--- config.mk ---
export PLATFORM = sky130hd
export DESIGN_NAME = instruction_fetch_stage_flat
export DESIGN_NICKNAME = d
export VERILOG_FILES = /design/src/rtl/rv32i_defs.sv /design/src/rtl/instruction_fetch_stage_if.sv /design/src/rtl/imm_sel_decoder.sv /design/src/rtl/instruction_fetch_stage.sv /design/src/flat_wrapper.sv
export SDC_FILE = /design/constraint.sdc
export NUM_CORES = 1
export LEC_CHECK = 0
export CAP_MARGIN = 15
export CORE_MARGIN = 2
export CORE_UTILIZATION = 35
export CTS_BUF_LIST = sky130_fd_sc_hd__clkbuf_4 sky130_fd_sc_hd__clkbuf_8
export CTS_CLUSTER_SIZE = 30
export DETAILED_ROUTE_END_ITERATION = 12
export PLACE_DENSITY = 0.7
export RECOVER_POWER = 25
export SLEW_MARGIN = 30
export SYNTH_ARGS = -nofsm -noshare
export SYNTH_HDL_FRONTEND = slang
export SYNTH_SLANG_ARGS = --single-unit
--- constraint.sdc ---
create_clock -name clk -period 2 [get_ports clk]
set_input_delay 0.6 -clock clk [delete_from_list [all_inputs] [get_ports clk]]
set_output_delay 0.6 -clock clk [all_outputs]
set_load 0.05 [all_outputs]
--- src/rtl/rv32i_defs.sv ---
// rv32i_defs: definitions shared by the RV32I front end.
// Holds the base opcodes, the immediate-type select encoding used by the
// fetch pre-decode, the ImmediateExtractor and the decoder, the canonical
// NOP word, and the fetch FSM state encoding.
package rv32i_defs;

    // Base opcodes (inst[6:0])
    localparam logic [6:0] OP_LOAD     = 7'b0000011;
    localparam logic [6:0] OP_MISC_MEM = 7'b0001111;
    localparam logic [6:0] OP_IMM      = 7'b0010011;
    localparam logic [6:0] OP_AUIPC    = 7'b0010111;
    localparam logic [6:0] OP_STORE    = 7'b0100011;
    localparam logic [6:0] OP_REG      = 7'b0110011;
    localparam logic [6:0] OP_LUI      = 7'b0110111;
    localparam logic [6:0] OP_BRANCH   = 7'b1100011;
    localparam logic [6:0] OP_JALR     = 7'b1100111;
    localparam logic [6:0] OP_JAL      = 7'b1101111;
    localparam logic [6:0] OP_SYSTEM   = 7'b1110011;

    // Immediate-type select, consumed directly by the ImmediateExtractor
    typedef enum logic [2:0] {
        IMM_NONE = 3'd0,
        IMM_I    = 3'd1,
        IMM_U    = 3'd2,
        IMM_S    = 3'd3,
        IMM_B    = 3'd4,
        IMM_UJ   = 3'd5
    } imm_sel_e;

    // addi x0,x0,0
    localparam logic [31:0] RV32I_NOP_WORD = 32'h00000013;

    // Fetch FSM: FETCH issues a request, WAIT awaits the response,
    // FULL means the skid buffer holds a word decode could not take.
    typedef enum logic [1:0] {
        ST_FETCH = 2'd0,
        ST_WAIT  = 2'd1,
        ST_FULL  = 2'd2
    } fetch_state_e;

endpackage

--- src/rtl/instruction_fetch_stage_if.sv ---
// instruction_fetch_stage_if: request/response bus between the fetch stage
// and instruction memory. One request at a time; the response strobe comes
// one or more cycles after the request pulse.
//   req    : one-cycle request pulse (fetch -> memory)
//   addr   : fetch address, valid while req=1
//   rvalid : response strobe (memory -> fetch)
//   rdata  : instruction word, valid with rvalid
interface instruction_fetch_stage_if;
    logic        req;
    logic [31:0] addr;
    logic        rvalid;
    logic [31:0] rdata;

    modport master (output req, output addr, input rvalid, input rdata);
    modport slave  (input req, input addr, output rvalid, output rdata);
endinterface

--- src/rtl/imm_sel_decoder.sv ---
// imm_sel_decoder: combinational opcode pre-decode shared by fetch and decode.
//   opcode  in  7  inst[6:0]
//   imm_sel out 3  immediate type for the ImmediateExtractor
//   illegal out 1  opcode is not part of RV32I (includes inst[1:0]!=2'b11)
module imm_sel_decoder
    import rv32i_defs::*;
(
    input  logic [6:0] opcode,
    output imm_sel_e   imm_sel,
    output logic       illegal
);

    always_comb begin
        imm_sel = IMM_NONE;
        illegal = 1'b0;
        case (opcode)
            OP_IMM, OP_LOAD, OP_JALR, OP_SYSTEM, OP_MISC_MEM: imm_sel = IMM_I;
            OP_LUI, OP_AUIPC:                                 imm_sel = IMM_U;
            OP_STORE:                                         imm_sel = IMM_S;
            OP_BRANCH:                                        imm_sel = IMM_B;
            OP_JAL:                                           imm_sel = IMM_UJ;
            OP_REG:                                           imm_sel = IMM_NONE;
            default:                                          illegal = 1'b1;
        endcase
    end

endmodule

--- src/rtl/instruction_fetch_stage.sv ---
// instruction_fetch_stage: RV32I fetch stage.
// Owns the PC, issues one outstanding request at a time to instruction
// memory, and registers the returned word with its PC and pre-decoded
// immediate select into the IF/ID register behind a one-entry skid buffer.
// Ports:
//   clk, reset_n          clock; synchronous active-low reset
//   imem                  instruction memory bus (master side)
//   stall                 decode cannot accept; ID outputs hold
//   redirect, redirect_pc taken branch/jump and its target (highest priority)
//   id_valid              ID outputs hold a live instruction
//   id_instruction/id_pc  instruction word and its address
//   id_imm_sel/id_illegal pre-decode results for id_instruction
module instruction_fetch_stage
    import rv32i_defs::*;
#(
    parameter logic [31:0] RESET_PC = 32'h00000000,
    parameter logic [31:0] NOP_WORD = RV32I_NOP_WORD
) (
    input  logic                       clk,
    input  logic                       reset_n,
    instruction_fetch_stage_if.master  imem,
    input  logic                       stall,
    input  logic                       redirect,
    input  logic [31:0]                redirect_pc,
    output logic                       id_valid,
    output logic [31:0]                id_instruction,
    output logic [31:0]                id_pc,
    output logic [2:0]                 id_imm_sel,
    output logic                       id_illegal
);

    fetch_state_e state_reg, state_next;
    logic [31:0]  pc_reg, pc_next;
    logic         kill_reg, kill_next;
    logic [31:0]  skid_inst_reg, skid_inst_next;
    logic [31:0]  skid_pc_reg, skid_pc_next;
    logic         id_valid_reg, id_valid_next;
    logic [31:0]  id_inst_reg, id_inst_next;
    logic [31:0]  id_pc_reg, id_pc_next;
    imm_sel_e     id_imm_sel_reg, id_imm_sel_next;
    logic         id_illegal_reg, id_illegal_next;

    logic         accept;
    logic         id_can_load;
    logic         skid_full;
    logic         outstanding;
    logic [31:0]  load_inst;
    logic [31:0]  load_pc;
    imm_sel_e     dec_imm_sel;
    logic         dec_illegal;

    // Gating with reset_n keeps req low while reset is held even though the
    // state register already sits in FETCH.
    assign imem.req  = (state_reg == ST_FETCH) && reset_n;
    assign imem.addr = pc_reg;

    assign skid_full   = (state_reg == ST_FULL);
    assign accept      = (state_reg == ST_WAIT) && imem.rvalid && !kill_reg;
    assign id_can_load = !id_valid_reg || !stall;
    // A request issued this cycle, or one still waiting, will be answered later.
    assign outstanding = (state_reg == ST_FETCH) ||
                         ((state_reg == ST_WAIT) && !imem.rvalid);

    // Skid has priority: it can only be full when no response is accepted.
    assign load_inst = skid_full ? skid_inst_reg : imem.rdata;
    assign load_pc   = skid_full ? skid_pc_reg   : pc_reg;

    imm_sel_decoder u_imm_sel_decoder (
        .opcode  (load_inst[6:0]),
        .imm_sel (dec_imm_sel),
        .illegal (dec_illegal)
    );

    always_comb begin
        state_next      = state_reg;
        pc_next         = pc_reg;
        kill_next       = kill_reg;
        skid_inst_next  = skid_inst_reg;
        skid_pc_next    = skid_pc_reg;
        id_valid_next   = id_valid_reg;
        id_inst_next    = id_inst_reg;
        id_pc_next      = id_pc_reg;
        id_imm_sel_next = id_imm_sel_reg;
        id_illegal_next = id_illegal_reg;

        if (redirect) begin
            pc_next         = redirect_pc;
            id_valid_next   = 1'b0;
            id_inst_next    = NOP_WORD;
            id_imm_sel_next = IMM_NONE;
            id_illegal_next = 1'b0;
            // Skid contents are simply abandoned by leaving FULL.
            if (outstanding) begin
                kill_next  = 1'b1;
                state_next = ST_WAIT;
            end else begin
                kill_next  = 1'b0;
                state_next = ST_FETCH;
            end
        end else begin
            case (state_reg)
                ST_FETCH: state_next = ST_WAIT;
                ST_WAIT: begin
                    if (imem.rvalid) begin
                        if (kill_reg) begin
                            // Stale response from before a redirect.
                            kill_next  = 1'b0;
                            state_next = ST_FETCH;
                        end else begin
                            pc_next = pc_reg + 32'd4;
                            if (id_can_load) begin
                                state_next = ST_FETCH;
                            end else begin
                                state_next     = ST_FULL;
                                skid_inst_next = imem.rdata;
                                skid_pc_next   = pc_reg;
                            end
                        end
                    end
                end
                ST_FULL: begin
                    if (id_can_load) state_next = ST_FETCH;
                end
                default: state_next = ST_FETCH;
            endcase

            if (id_can_load) begin
                if (skid_full || accept) begin
                    id_valid_next   = 1'b1;
                    id_inst_next    = load_inst;
                    id_pc_next      = load_pc;
                    id_imm_sel_next = dec_imm_sel;
                    id_illegal_next = dec_illegal;
                end else begin
                    id_valid_next   = 1'b0;
                    id_inst_next    = NOP_WORD;
                    id_imm_sel_next = IMM_NONE;
                    id_illegal_next = 1'b0;
                end
            end
        end
    end

    always_ff @(posedge clk) begin
        if (!reset_n) begin
            state_reg      <= ST_FETCH;
            pc_reg         <= RESET_PC;
            kill_reg       <= 1'b0;
            skid_inst_reg  <= NOP_WORD;
            skid_pc_reg    <= 32'h0;
            id_valid_reg   <= 1'b0;
            id_inst_reg    <= NOP_WORD;
            id_pc_reg      <= 32'h0;
            id_imm_sel_reg <= IMM_NONE;
            id_illegal_reg <= 1'b0;
        end else begin
            state_reg      <= state_next;
            pc_reg         <= pc_next;
            kill_reg       <= kill_next;
            skid_inst_reg  <= skid_inst_next;
            skid_pc_reg    <= skid_pc_next;
            id_valid_reg   <= id_valid_next;
            id_inst_reg    <= id_inst_next;
            id_pc_reg      <= id_pc_next;
            id_imm_sel_reg <= id_imm_sel_next;
            id_illegal_reg <= id_illegal_next;
        end
    end

    assign id_valid       = id_valid_reg;
    assign id_instruction = id_inst_reg;
    assign id_pc          = id_pc_reg;
    assign id_imm_sel     = id_imm_sel_reg;
    assign id_illegal     = id_illegal_reg;

endmodule

--- src/flat_wrapper.sv ---
// flat-port wrapper written by rule: the top's interface ports become plain ports
module instruction_fetch_stage_flat import rv32i_defs::*;
#(
    parameter logic [31:0] RESET_PC = 32'h00000000,
    parameter logic [31:0] NOP_WORD = RV32I_NOP_WORD
)
  (clk, reset_n, stall, redirect, redirect_pc, id_valid, id_instruction, id_pc, id_imm_sel, id_illegal, imem_req, imem_addr, imem_rvalid, imem_rdata);
  instruction_fetch_stage_if imem_i ();
  input  logic clk;
  input  logic reset_n;
  input  logic stall;
  input  logic redirect;
  input  logic [31:0] redirect_pc;
  output logic id_valid;
  output logic [31:0] id_instruction;
  output logic [31:0] id_pc;
  output logic [2:0] id_imm_sel;
  output logic id_illegal;
  output wire logic [$bits(imem_i.req)-1:0] imem_req;
  output wire logic [$bits(imem_i.addr)-1:0] imem_addr;
  input wire logic [$bits(imem_i.rvalid)-1:0] imem_rvalid;
  input wire logic [$bits(imem_i.rdata)-1:0] imem_rdata;
  assign imem_req = imem_i.req;
  assign imem_addr = imem_i.addr;
  assign imem_i.rvalid = imem_rvalid;
  assign imem_i.rdata = imem_rdata;
  instruction_fetch_stage #(.RESET_PC(RESET_PC), .NOP_WORD(NOP_WORD)) u_core (.clk(clk), .reset_n(reset_n), .imem(imem_i), .stall(stall), .redirect(redirect), .redirect_pc(redirect_pc), .id_valid(id_valid), .id_instruction(id_instruction), .id_pc(id_pc), .id_imm_sel(id_imm_sel), .id_illegal(id_illegal));
endmodule
==> run summary <==
Max H-tree Level = 4
Layout Nets = 1195
Post-synth EDFFs = 0
CTS buffer count = 17
Setup crit start kind = flip-flop
DRC violations left = 0
Clock-pin slew on the worst setup and hold paths = 0.09 ns
Final core area utilization = 48.5%
Post-Syn Nets = 1004
Syn Area/Cell = 8.05 µm²
Die Height = 151 µm
Clock latency on the worst-skew pair = 0.48 ns
Final Instance Area = 10200 µm²
Crit-path slowest cell = dfxtp_4
Worst Clk Skew = 0.0118 ns
Post-Synthesis Cells = 934
Max-cap violations = 0
Main area contributors after synthesis = dfxtp_1 (45%), nand2_1 (13%), a21boi_0 (5.3%)
Dominant synthesized flop cell = dfxtp_1
Fin crit period = 1.90 ns
Die X-Extent = 151 µm
Setup violations, final = 0
Final hold vios = 0
CTS tree = done
Final Cycle Share = 95.1%
Flops & latches, synth = 168
CP Class = flip-flop to primary output
DR pass1 iterations = 5
Initial antenna violation count = 0
Largest area contributor in the netlist = dfxtp_1
Synth cell count leaders = nand2_1 (262), dfxtp_1 (168), a21oi_1 (74)
Peak supply drop = 368 µV
Final Max Slew Viols = 0
Area grow syn2layout = 35.7%
Root Driver = clkbuf_8
Iteration-0 DRC Markers = 382
Final WL = 22.0 mm
Clock Sink Count = 168
Vias = 7194
Vias per cell = 5.09
Synth Cell Area = 7520 µm²
DIE AREA = 22700 µm²
Yosys warns = 0
Placed Area = 9980 µm²
Top cell type's share of synthesized area = 44.7%
Leakage = 4.25 nW
RSZ-0062 raised after global routing = false
Ant. Diodes = 0
IO buf count = 170
WL per Instance = 15.6 µm
Pwr dens = 686 nW/µm²
Fmax = 526 MHz
Tightest Pin Transition = 0.413 ns
First-pass GRT wire length = 34.9 mm
Starting Density = 35.8%
Core area = 21000 µm²
Rows = 53
CP required = 1.40 ns
Top Ports = 171
Critical Path, Cell by Cell = nand2b_4 > nor2_4 > buf_12
Family with the most delay on the worst path = flip-flops
Largest net degree at the start of global routing = 104
Count leader, synth = nand2_1
Setup crit end kind = primary output
Async set or reset register ratio after synthesis = 0%
Global route overflow = 0
Post-CTS Hold Fix Bufs = 0
Post-CTS Setup Repair Bufs = 0
Crit Path Max Fanout = 10
Clock tree buffer depth = 2
CP Buf/Inv Count = 1
Hpwl dp = 15.2 mm
Sequential fraction of the synthesis area = 44.7%
Vias in the first global route = 6724
HP Class = primary input to flip-flop
Gpl congestion = 0.840
WP data arrival = 1.30 ns
Final ANT Viol Nets = 0
Post-synth cell types = 54
GRT Resource Usage Total = 19.6%
Relative slew slack = 72.4%
Layout cells sized above 1 = 21.3%
Status = complete, no violations
Worst path max stage delay = 0.39 ns
[final cells by class]
cell class	count	area (µm²)
Timing Repair Buffer	248	2250
Tap cell	275	344
Inverter	6	26.3
Fill cell	2025	10800
Sequential cell	168	3380
Clock buffer	18	241
Clock inverter	14	125
Multi-Input combinational cell	684	3840
[report_power, final]
part,switching (mW),internal [mW],leakage (nW)
combinational,0.661,0.490,2.70
sequential,0.0757,3.43,1.37
clock,1.33,1.01,0.183
[cells by family (layout without fill, tap and decap cells)]
logic type / after synthesis / in the layout / share of synthesized area, %
and+or+nand+nor: 421 / 421 / 25.6
AOI/OAI and AO/OA: 223 / 223 / 20.0
DFF: 168 / 168 / 44.7
buffers and inverters: 82 / 286 / 4.69
xor gates and xnor gates: 30 / 30 / 3.50
muxes: 9 / 9 / 1.25
adders and majority gates: 1 / 1 / 0.166
[worst register-to-register path, stage by stage, from the launching register on]
cell and delay [ns]:
dfxtp_2 0.41, nand2b_2 0.25, mux2_2 0.39, nor3b_1 0.27
a32oi_1 0.13, a32o_1 0.27
[per-stage QoR]
stage	setup TNS [ns]	power (mW)	hold slack, ns	std cells	setup WS (ns)
2_1_floorplan	0	4.19	0.435	934	0.0253
3_3_place_gp	-39.84	4.75	0.442	1381	-0.334
3_5_place_dp	-44.01	4.76	0.446	1381	-0.378
4_1_cts	0	7.08	0.378	1413	0.0153
5_1_grt	0	7.28	0.404	1413	0.0406
6_report	0	6.99	0.420	1413	0.0974
[routing by layer]
metal / GRT usage, % / share of wire (%) / vias to the layer above / wire length [µm]
met1: 26.4 / 46 / 3390 / 10200
met2: 31.4 / 47 / 209 / 10300
li1: - / - / 3566 / -
met5: 0 / 0 / - / 0
met4: 6.98 / 2.0 / 0 / 437
met3: 3.48 / 5.1 / 29 / 1110
[cell usage in the layout, fill, tap and decap left out, types with 3 or more instances in the layout]
master	Yosys	layout
o22ai_1	3	3
a32oi_1	3	3
clkbuf_2	2	62
and3_1	5	5
clkdlybuf4s50_1	0	67
clkbuf_8	0	17
and4b_1	3	3
nor2b_1	4	3
mux2_2	3	3
dfxtp_2	0	7
dfxtp_1	168	160
xor2_1	13	13
clkinv_2	0	4
and4_1	5	5
a21boi_1	8	8
o211a_1	35	35
nand3_1	45	44
nand4_1	11	11
a21oi_1	74	74
nor3_1	6	6
a31oi_1	4	4
o21ai_0	29	29
a21boi_0	53	53
nor2_1	50	49
mux2i_1	6	6
a22oi_1	3	3
and2_1	7	7
buf_4	1	89
inv_6	0	4
nand2_1	262	262
clkinvlp_4	0	4
inv_1	5	5
buf_12	0	30
o211ai_1	4	4
xnor2_1	17	17
nor4_1	5	5
[timing repair]
item	4_1_cts	5_1_grt
resized for setup	4	2
setup endpoints to repair	1	2
pin swaps	1	0
[path summary, 6_finish.rpt]
path / from / cells after the start / to / slack, ns
max: u_core.state_reg[1] / 3 / imem_req / 0.1
min: reset_n / 3 / u_core.state_reg[0] / 0.42
max reg2reg: u_core.state_reg[0] / 5 / u_core.id_illegal / 0.18
min reg2reg: u_core.skid_pc_reg[13] / 2 / u_core.skid_pc_reg[13] / 0.46
No activity file was read; power rests on OpenSTA's default activity.
==> RTL edit 1: new RTL, same flow settings <==
Re-encode `fetch_state_e` (3 states) as one-hot, 3 bits wide.
--- a/src/rtl/rv32i_defs.sv
+++ b/src/rtl/rv32i_defs.sv
@@ -32,10 +32,10 @@
 
     // Fetch FSM: FETCH issues a request, WAIT awaits the response,
     // FULL means the skid buffer holds a word decode could not take.
-    typedef enum logic [1:0] {
-        ST_FETCH = 2'd0,
-        ST_WAIT  = 2'd1,
-        ST_FULL  = 2'd2
+    typedef enum logic [2:0] {
+        ST_FETCH = 3'b001,
+        ST_WAIT  = 3'b010,
+        ST_FULL  = 3'b100
     } fetch_state_e;
 
 endpackage
Check against the original RTL: no difference found for any inputs over 4 cycles, from zero or initial values and one cycle with reset_n low; so few cycles prove little.
==> RTL edit 1 against the original RTL <==
  * The run now ends with setup timing left
  * First-iteration DRC count rose by 40%
  * Setup slack got worse by 0.21 ns
  * Routed wire length rose by 6.1%
  * Sequential cell count rose by 1
  * Power rose by 3.4%
  * Area after synthesis fell by 0.38%
  * Sequential share of layout area fell by 0.16 points
  * Cell area rose by 1.9%
==> RTL edit 1: results (changes against the original RTL) <==
Detailed routing
  – Drt first pass iters: 5 (unchanged)
  – Final WL: 23320 um (+6.1%)
  – DRT iter0 DRCs: 535 (+40%)
  – Via count: 7308 (+1.6%)

Min path
  – Hold WC Path Type: reg2reg
  – Hold Path Depth: 2 (-1)

Finish
  – ANT cells: 0 (unchanged)
  – Post-layout nets: 1183 (-1.0%)
  – Fillers: 2006 (-0.94%)
  – Fraction of layout instances using a drive strength above 1: 23.89% (+2.6 points)

Run status
  – Status: finished, violations left
  – Failing checks: setup timing

STA
  – Final setup viols: 12 (+12)
  – Final Skew: 0.01442 ns (+0.002640 ns)
  – Final setup TNS: -0.1528 ns (-0.1528 ns)
  – Relative slew slack: 61.38% (-11 points)
  – Fin worst setup slack: -0.1136 ns (-0.2110 ns)

Synthesis
  – Asr flop ratio synth: 0% (unchanged)
  – Post-synth cell types: 54 (unchanged)
  – Synth top cells by count: nand2_1 (204), dfxtp_1 (169), clkbuf_1 (63)
  – Syn_nets: 974 (-3.0%)
  – Synth area leaders: dfxtp_1 (45%), nand2_1 (10%), a21boi_0 (6.2%), o211a_1 (4.4%), nand3_1 (3.4%)
  – Seq/Total Area, Yosys: 45.18% (+0.44 points)

Clock tree
  – Clock slew at reported path FFs: ~0.08 ns
  – H-tree levels: 4 (unchanged)
  – Clock Path Buffers: 2 (unchanged)
  – CTS Root Cell: clkbuf_8
  – Total CTS buffers: 17 (unchanged)
  – Clock latency on the worst-skew pair: 0.48 ns (about the same)

Place
  – Post-DP Area: 9853 sq um (-1.3%)
  – Dpl hpwl: 15120 um (-0.24%)
  – Dpl ws: -0.5638 ns (-0.1861 ns)
  – RePlAce Congestion: 0.8419 (+0.27%)
  – Port Buffers: 170 (unchanged)

Global route
  – Largest net degree at the start of global routing: 136 (+31%)
  – GRT Total Usage: 19.97% (+0.41 points)
  – Vias in the first global route: 6788 (+0.95%)
  – Met2 Use GR: 31.75% (+0.36 points)
  – GR Util met3: 3.788% (+0.30 points)
  – Grt met1 use: 26.67% (+0.29 points)
  – Initial antenna violation count: 1 (+1)
  – First-pass GRT wire length: 35710 um (+2.4%)

Power
  – Worst VDD drop: 0.4005 mV (+8.8%)
  – Leak: 4.292 nW (+0.99%)

Worst setup path
  – Worst path max stage delay: 0.33 ns (-0.06 ns)
  – CP top delay family: simple AND/OR/NAND/NOR gates
  – Reg2Reg Depth: 5 (unchanged)
  – Critical Path AT: 1.51 ns (+0.21 ns)
  – Worst path slowest cell: dfxtp_2
  – Crit path max fanout: 2 (-8)
[RTL edit 1: cell types whose count changed after synthesis, moves of 8 or more]
cell      change
a21boi_0      +9
a21boi_1      -8
buf_2        -22
nor3_1       +32
o21ai_0       +8
a221oi_1     +28
nor2_1       -10
xor2_1        -8
nand2_1      -58
a21oi_1      -52
clkbuf_1     +22
[RTL edit 1: layout make-up]
cell class	instances	area, sq um	area share [%]
sequential	169	3423	32.94
clock inverter	11	170.2	1.638
timing repair buffer	263	2266	21.81
tap	275	344.1	3.311
multi-input combinational	650	3866	37.21
clock buffer	21	276.5	2.661
inverter	12	45.04	0.4335
[RTL edit 1: cells by family after synthesis]
kind of cell | share of synthesized area, %
compound gates | 21.69
fa+ha+maj | 0.1671
xor+xnor | 1.988
flops | 45.18
buf+inv | 4.578
mux | 1.504
simple gates | 24.90
[RTL edit 1: timing repair]
item	CTS	global route
gates cloned	1	4
hold buffers	0	0
setup buffers	4	7
pin swaps	3	4
resized for setup	6	11
endpoints found under the setup margin	32	16
[RTL edit 1: stage by stage]
stage	hold WS, ns	utilization [%]	std cells
floorplan	0.4433	-	904
global placement	0.4499	46.87	1353
detailed placement	0.4572	46.87	1353
CTS	0.4695	49.24	1390
global route	0.4850	49.43	1401
finish	0.4670	49.43	1401
[RTL edit 1: worst paths after layout]
check | from | end | slack (ns)
setup / recovery | u_core.state_reg[1] | imem_req | -0.11
hold / removal | u_core.skid_pc_reg[21] | u_core.skid_pc_reg[21] | 0.47
setup reg to reg | u_core.state_reg[0] | u_core.imem.addr[19] | 0.07
hold reg to reg | u_core.skid_pc_reg[21] | u_core.skid_pc_reg[21] | 0.47
[RTL edit 1: power by group]
part | switching, mW | leakage [nW] | internal [mW]
Sequential | 0.0810 | 1.38 | 3.43
Clock | 1.28 | 0.219 | 1.45
Combinational | 0.553 | 2.70 | 0.433
[RTL edit 1: worst min-delay path: stages (launching register included)]
cell and delay (ns):
dfxtp_1 0.31, nand2_1 0.05, a21boi_0 0.06
[RTL edit 1: per-layer routing]
| metal | share of wire (%) | wire, um |
|---|---|---|
| met1 | 47 | 10930 |
| met2 | 46 | 10770 |
| met3 | 4.3 | 1001 |
| met4 | 2.6 | 600 |
| met5 | 0.056 | 13 |
==> RTL edit 2: new RTL, config.mk and constraints unchanged <==
Made on the original files. Reset style: asynchronous (`reset_n`), changed in one clocked block. Comments in the files are not updated.
--- a/src/rtl/instruction_fetch_stage.sv
+++ b/src/rtl/instruction_fetch_stage.sv
@@ -141,7 +141,7 @@
         end
     end
 
-    always_ff @(posedge clk) begin
+    always_ff @(posedge clk or negedge reset_n) begin
         if (!reset_n) begin
             state_reg      <= ST_FETCH;
             pc_reg         <= RESET_PC;
Function: differs if reset_n is asserted again (counterexample within 4 cycles, from zero or initial values and one cycle with reset_n low); with reset_n held inactive, the same outputs for 4 cycles.
==> RTL edit 2 against the original RTL <==
  * Fmax is 3.0% lower
  * Sequential share of layout area grew 7.4 points
  * Cell area rose by 1.9%
  * Sequential cell count unchanged
  * Global-route usage down 2.0 points
  * Area after synthesis rose by 1.5%
  * Routed wire length decreased by 7.4%
  * Register-to-register slack got worse by 0.09 ns
  * Setup slack worse by 0.059 ns
  * Hold slack improved by 0.066 ns
Power is not compared: it rests on default switching activity, and its combinational part moved more than twofold at a synthesized area within 25%.
==> RTL edit 2: results (changes against the original RTL) <==
Detailed routing
  – DRT iter0 DRCs: 370 (-3.1%)
  – Via-per-instance ratio: 4.968 (-2.4%)

Place
  – Dpl hpwl: 13880 um (-8.5%)
  – Dpl ws: -0.3410 ns (+0.03670 ns)
  – Post-DP Area: 9884 sq um (-0.94%)

Global route
  – Grt met1 use: 23.14% (-3.2 points)
  – First-pass GRT wire length: 31120 um (-11%)
  – GRT Total Usage: 17.51% (-2.0 points)
  – Largest net degree at the start of global routing: 169 (+63%)
  – Vias in the first global route: 5847 (-13%)

Worst setup path
  – Critical Path AT: 1.36 ns (+0.06 ns)
  – Worst path slowest cell: dfrtp_1
  – Crit path launch: u_core.state_reg[0]

Run status
  – Status: finished clean

Min path
  – Hold WC Path Type: reg2reg
  – Hold Path Origin: u_core.id_instruction[21]

Synthesis
  – Synth top cells by count: dfrtp_1 (162), nand2_1 (145), mux2_2 (59)
  – Post-synthesis adder-cell area fraction: 0.1639% (-0.0025 points)
  – Compound-Gate Fraction of Synth Area: 9.656% (-10 points)
  – Asr flop ratio synth: 100.0% (+100 points)
  – Syn_nets: 796 (-21%)
  – Seq/Total Area, Yosys: 55.18% (+10 points)

Finish
  – Fillers: 2008 (-0.84%)
  – Non-filler cells, final: 1219 (-14%)
  – Post-layout nets: 995 (-17%)
  – Fraction of layout instances using a drive strength above 1: 29.53% (+8.3 points)

STA
  – Relative slew slack: 14.42% (-58 points)
## RTL edit 2: cell types whose count changed in the layout (fill, tap and decap cells not counted), sizes merged, moves of 25 or more
cell    unedited run  this run
nand3             46        15
clkbuf            80        25
dfrtp              0       162
o211a             35         0
a31oi              4        29
o21ai             31        73
a21boi            61         1
a21oi             74        11
nand2            262       145
dfxtp            168         0
buf              119       155
mux2i              6        33
mux2               3        59
## RTL edit 2: stage by stage
| step | power, mW | setup TNS, ns |
|---|---|---|
| finish | 9.287 | 0 |
| global route | 9.724 | -0.06552 |
| CTS | 9.368 | -0.005525 |
| detailed placement | 6.770 | -34.95 |
| global placement | 6.720 | -30.96 |
| floorplan | 5.728 | 0 |
## RTL edit 2: timing repair
item | in CTS | in global routing
gates cloned | 0 | 1
buffers inserted | 3 | 0
resized for setup | 3 | 3
setup endpoints to repair | 1 | 63
pin swaps | 1 | 1
## RTL edit 2: kinds of logic (layout without fill, tap and decap cells)
kind of cell / count (synthesis) / count (layout)
XOR/XNOR: 30 / 30
AO/OA/AOI/OAI: 128 / 128
AND/OR/NAND/NOR: 256 / 256
other: 0 / 1
flip-flops: 168 / 168
adder cells (fa/ha/maj): 1 / 1
multiplexers: 92 / 92
buffers and inverters: 51 / 263
## RTL edit 2: power by group through the flow
| stage | clock network, mW | registers (mW) | logic, mW |
|---|---|---|---|
| global placement | 0 | 4.23 | 2.49 |
| CTS | 2.65 | 4.18 | 2.53 |
| global route | 2.80 | 4.24 | 2.68 |
| detailed placement | 0 | 4.25 | 2.52 |
| finish | 2.59 | 4.18 | 2.52 |
| floorplan | 0 | 5.14 | 0.588 |
## RTL edit 2: final timing paths
kind	slack, ns	cells past startpoint	to
max	0.04	3	imem_req
min reg2reg	0.49	2	u_core.id_instruction[21]
max in group asynchronous	0.22	3	u_core.imem.addr[11]
min	0.49	2	u_core.id_instruction[21]
max reg2reg	0.09	7	u_core.imem.addr[20]
min in group asynchronous	0.53	2	u_core.skid_pc_reg[0]
## RTL edit 2: cell type report
class	count	area [sq um]	share of cell area (%)
Tap cell	280	350.3	3.372
Clock inverter	9	113.9	1.096
Multi-Input combinational cell	507	3241	31.19
Timing Repair Buffer	223	2130	20.50
Antenna cell	1	2.502	0.02408
Inverter	8	30.03	0.2890
Clock buffer	23	310.3	2.987
Sequential cell	168	4213	40.55
## RTL edit 2: worst max-delay path, delay by kind of cell, from the launching register on
family                 cells  cell delay (ns)
flip-flops                 1             0.40
AND/OR/NAND/NOR            1             0.21
buffers and inverters      2             0.30
## RTL edit 2: routing by layer
| metal | share of wire, % | vias to the layer above |
|---|---|---|
| met5 | 0 | - |
| met4 | 1.5 | 0 |
| met3 | 5.1 | 23 |
| met2 | 49 | 129 |
| met1 | 45 | 2980 |
| li1 | - | 2924 |
